`config.mk`:
```
export PLATFORM = sky130hd
export DESIGN_NAME = sram_seq_macro
export DESIGN_NICKNAME = d
export VERILOG_FILES = /design/src/rtl/sram_seq_macro.sv
export SDC_FILE = /design/constraint.sdc
export NUM_CORES = 1
export LEC_CHECK = 0
export ABC_AREA = 1
export CORE_MARGIN = 8
export CORE_UTILIZATION = 29
export CTS_CLUSTER_DIAMETER = 60
export CTS_CLUSTER_SIZE = 20
export DETAILED_ROUTE_END_ITERATION = 7
export PLACE_DENSITY = 0.4
export SYNTH_ARGS = -nofsm -noshare
export SYNTH_HDL_FRONTEND = slang
export SYNTH_SLANG_ARGS = --single-unit
```
`constraint.sdc`:
```
create_clock -name clk -period 9.05 [get_ports clk]
set_clock_uncertainty 0.15 [all_clocks]
set_input_delay 0.905 -clock clk [delete_from_list [all_inputs] [get_ports clk]]
set_output_delay 0.905 -clock clk [all_outputs]
set_load 0.01 [all_outputs]
```
`src/rtl/sram_seq_macro.sv`:
```
// Behavioural column-muxed SRAM macro with a precharge / wordline / sense sequencer.
// Requests use a req/ready handshake; writes are bit-masked and reads are held in rdata.
module sram_seq_macro #(
  parameter int unsigned DATA_W     = 8,
  parameter int unsigned ROW_BITS   = 5,
  parameter int unsigned COL_BITS   = 2,
  parameter int unsigned PCH_CYCLES = 1
) (
  input  logic                         clk,
  input  logic                         n_reset,
  input  logic                         req,
  output logic                         ready,
  input  logic                         we,
  input  logic [ROW_BITS+COL_BITS-1:0] addr,
  input  logic [DATA_W-1:0]            wdata,
  input  logic [DATA_W-1:0]            wmask,
  output logic [DATA_W-1:0]            rdata,
  output logic                         rvalid,
  output logic                         ack,
  output logic                         n_pch,
  output logic [(2**ROW_BITS)-1:0]     wl,
  output logic [(2**COL_BITS)-1:0]     col
);

  localparam int unsigned AddrW = ROW_BITS + COL_BITS;
  localparam int unsigned Depth = 2**AddrW;

  typedef enum logic [1:0] {StIdle, StPch, StAccess, StDone} state_e;

  state_e              state_q, state_d;
  logic [3:0]          cnt_q, cnt_d;
  logic                we_q;
  logic [AddrW-1:0]    addr_q;
  logic [DATA_W-1:0]   wdata_q, wmask_q, rdata_q;
  logic [ROW_BITS-1:0] row_idx;
  logic [COL_BITS-1:0] col_idx;
  logic                accept;

  // Storage is deliberately outside the reset domain: reset never clears it.
  logic [DATA_W-1:0] mem [Depth];

  assign accept  = (state_q == StIdle) && req;
  assign row_idx = addr_q[AddrW-1:COL_BITS];
  assign col_idx = addr_q[COL_BITS-1:0];

  always_ff @(posedge clk or negedge n_reset) begin
    if (!n_reset) begin
      state_q <= StIdle;
      cnt_q   <= '0;
      we_q    <= 1'b0;
      addr_q  <= '0;
      wdata_q <= '0;
      wmask_q <= '0;
      rdata_q <= '0;
    end else begin
      state_q <= state_d;
      cnt_q   <= cnt_d;
      if (accept) begin
        we_q    <= we;
        addr_q  <= addr;
        wdata_q <= wdata;
        wmask_q <= wmask;
      end
      if (state_q == StAccess && !we_q) begin
        rdata_q <= mem[addr_q];
      end
    end
  end

  // A reset before the ACCESS-ending edge forces StIdle asynchronously, so no commit occurs.
  always_ff @(posedge clk) begin
    if (state_q == StAccess && we_q) begin
      mem[addr_q] <= (mem[addr_q] & ~wmask_q) | (wdata_q & wmask_q);
    end
  end

  always_comb begin
    state_d = state_q;
    cnt_d   = cnt_q;
    unique case (state_q)
      StIdle: begin
        if (req) begin
          state_d = StPch;
          cnt_d   = 4'(PCH_CYCLES - 1);
        end
      end
      StPch: begin
        if (cnt_q == '0) begin
          state_d = StAccess;
        end else begin
          cnt_d = cnt_q - 4'd1;
        end
      end
      StAccess: state_d = StDone;
      StDone:   state_d = StIdle;
      default:  state_d = StIdle;
    endcase
  end

  always_comb begin
    ready  = (state_q == StIdle);
    n_pch  = (state_q != StPch);
    ack    = (state_q == StDone);
    rvalid = (state_q == StDone) && !we_q;
    rdata  = rdata_q;
    wl     = '0;
    col    = '0;
    if (state_q == StAccess) begin
      wl[row_idx]  = 1'b1;
      col[col_idx] = 1'b1;
    end
  end

endmodule

```
==> impl_metrics.tcl <==
set metrics [dict create \
    reg2reg_from "addr_q[1]" \
    regToRegSetupSlack_ps 3570 \
    clock_path_buffers 3 \
    cts_hold_buf 0 \
    max_stage_delay_ps 990 \
    setup_slack_ps 3570 \
    fin_setup_tns_ps 0 \
    synth-async-reset-ratio 0.0358 \
    p_comb_frac 0.335 \
    cap_violations 0 \
    die_h_um 409 \
    dp_slack_ps 3420 \
    avgSynthCellArea_um2 10.3 \
    crit_path_cell_trace "inv_8 -> nor2_4 -> buf_4 -> buf_4 -> nand2_1 -> nand3_1 -> nand2_1 -> nand2_1 -> o21ai_1 -> nand2_1 -> nor2_1 -> nand2_1 -> nand2_1 -> nand2_4 -> buf_4" \
    crit_required_ps 9340 \
    synth_seq_cells 1062 \
    clkTransAtPathRegs_ps 80 \
    rsz0062_at_grt "no" \
    switchingPower_mw 7.10 \
    die_area_um2 167000 \
    min_period_over_period 0.606 \
    yosys-top-cells-area "edfxtp_1 (69%), nand2_1 (22%), dfrtp_1 (2.1%), nor2_1 (1.9%), buf_2 (1.8%)" \
    relSlewSlack 0.120 \
    switching_share 0.401 \
    fin_nets 4411 \
    ios 75 \
    drt_iter0_drc 2147 \
    area_growth_syn_to_layout_pct 14.8 \
    cp-start-kind "flip-flop" \
    grt_pass1_wl_um 202000 \
    setup_violations 0 \
    drive_above_1_share 0.0635 \
    die_x_um 409 \
    cts-root-buf "clkbuf_16" \
    vias 29100 \
    numCtsBuffers 110 \
    worst_pin_slew_ps 1320 \
    ys.flop_type "edfxtp_1" \
    wl_per_cell_um 21.3 \
    clock-sinks 1062 \
    yosysUniqueCellTypes 26 \
    status "complete, no violations" \
    min_path_type "in2async" \
    power.density_nw_per_um2 345 \
    arrival_ps 5770 \
    grt_overflow 0 \
    cp_max_fo 71 \
    core-area_um2 154000 \
    critPathMostFrequentCell "nand2_1" \
    wl_um 139000 \
    worstSetupEndpointType "flip-flop" \
    cts_tree "yes" \
    grt_pass1_vias 28100 \
    p_total_mw 17.7 \
    seqPwrFrac 0.395 \
    r2r_end "mem[82][3]" \
    yosys_warnings 0 \
    fmax_ghz 0.182 \
    crit_slowest_cell "dfrtp_4" \
    synthTopCellsByCount "nand2_1 (2617), edfxtp_1 (1024), nor2_1 (226)" \
    r2r_cells 15 \
    clock_power_share 0.270 \
    p_leak_nw 20.3 \
    drc_errors 0 \
    io_buffer_count 74 \
    drt_pass1_iterations 7 \
    grt_max_degree 172 \
    hpwl_um 79000 \
    gr-usage-all-layers 0.162 \
    ant_nets 0 \
    cts_resized 0 \
    syn_area_um2 44700 \
    syn-num-nets 4378 \
    initial_core_util 0.291 \
    synth_edf_count 1024 \
    antenna_found_initial 4 \
    placementRows 144 \
    place_congestion 0.746 \
    yosys.area.top_type "edfxtp_1" \
    yosysSeqAreaShare 0.709 \
    htree_levels 3 \
    maxSlewViolCount 0 \
    post_cts_buffers 0 \
    via_per_inst 4.46 \
    period_needed_ps 5480 \
    p_int_mw 10.6 \
    finalHoldViolCount 0 \
    synthCells 4345 \
    ir_worst_vdd_mv 0.328 \
    yosysTopAreaCellShare 0.688 \
    worstSetupPathType "reg2reg" \
    synthMostInstantiatedCell "nand2_1" \
    clk_latency_ps 750 \
]
-- metrics by stage --
| step | cell area (um2) | hold slack (ps) | instances | util |
|---|---|---|---|---|
| after floorplan | 44700 | 307 | 4345 | - |
| after global placement | 47500 | 324 | 6310 | 0.309 |
| after detailed placement | 47500 | 333 | 6310 | 0.309 |
| after CTS | 51300 | 88.0 | 6518 | 0.334 |
| after global routing | 51300 | 151 | 6518 | 0.334 |
| final | 51300 | 126 | 6519 | 0.334 |
-- power groups by stage --
stage	combinational, mW	sequential (mW)	clock [mW]
floorplan	3.52	7.14	0
global placement	6.16	7.11	0
detailed placement	6.15	7.11	0
CTS	6.17	7.00	4.89
global route	6.65	7.02	5.06
finish	5.93	6.99	4.77
-- cell type report --
type / count / area (um2)
clock buffers: 118 / 2800
inverters: 53 / 215
multi-input cells: 3018 / 11800
repair buffers: 133 / 1270
clock inverters: 90 / 1000
flip-flops and latches: 1062 / 31700
well taps: 2044 / 2560
diodes: 1 / 2.50
fillers: 15600 / 102000
-- critical path: cells and delay by family, from the launching register on --
| family | cells | cell delay (ps) |
|---|---|---|
| buf+inv | 4 | 1870 |
| flops | 1 | 990 |
| compound gates | 1 | 70 |
| simple gates | 10 | 1880 |
-- cells by family after synthesis --
family	share of synthesized area
AO/OA/AOI/OAI	0.00985
XOR/XNOR	0.000196
multiplexers	0.00227
buffers and inverters	0.0299
AND/OR/NAND/NOR	0.247
flip-flops	0.709
adder cells (fa/ha/maj)	0.00168
-- metal layers --
metal	wire (um)	part of all wire	track usage	vias up
met5	0	0	0	-
met4	2810	0.020	0.0414	0
met3	6300	0.045	0.0280	141
met2	62700	0.45	0.252	547
met1	66800	0.48	0.233	14200
li1	-	-	-	14200
-- state kept, by name (all words and copies together) (netlist names) --
name and flops:
rdata 8, mem 1024, wmask_q 8, we_q 1
cnt_q 4, state_q 2, addr_q 7, wdata_q 8
-- worst max-delay path by stage --
| stage | startpoint | slack [ps] | to | cells after the start |
|---|---|---|---|---|
| floorplan | addr_q[1] | 5420 | mem[0][6] | 14 |
| finish | addr_q[1] | 3570 | mem[82][3] | 15 |
| CTS | addr_q[1] | 3360 | mem[46][3] | 15 |
| global placement | addr_q[1] | 3440 | mem[102][3] | 15 |
| global route | addr_q[0] | 3150 | mem[46][3] | 15 |
| detailed placement | addr_q[1] | 3420 | mem[102][3] | 15 |
-- layout by cell type, fill, tap and decap left out, drive strengths merged, types with 2 or more instances in the layout --
cell	Yosys	layout
nand3	68	68
ha	6	6
mux2	9	9
bufinv	0	8
nor2	227	227
clkinvlp	0	10
inv	52	86
buf	185	60
edfxtp	1024	1024
o21ai	67	67
dfrtp	38	38
clkinv	1	39
nand2	2617	2617
nor3	2	2
clkbuf	27	118
a21oi	17	17
clkdlybuf4s50	0	73
No activity file was read; power rests on OpenSTA's default activity.
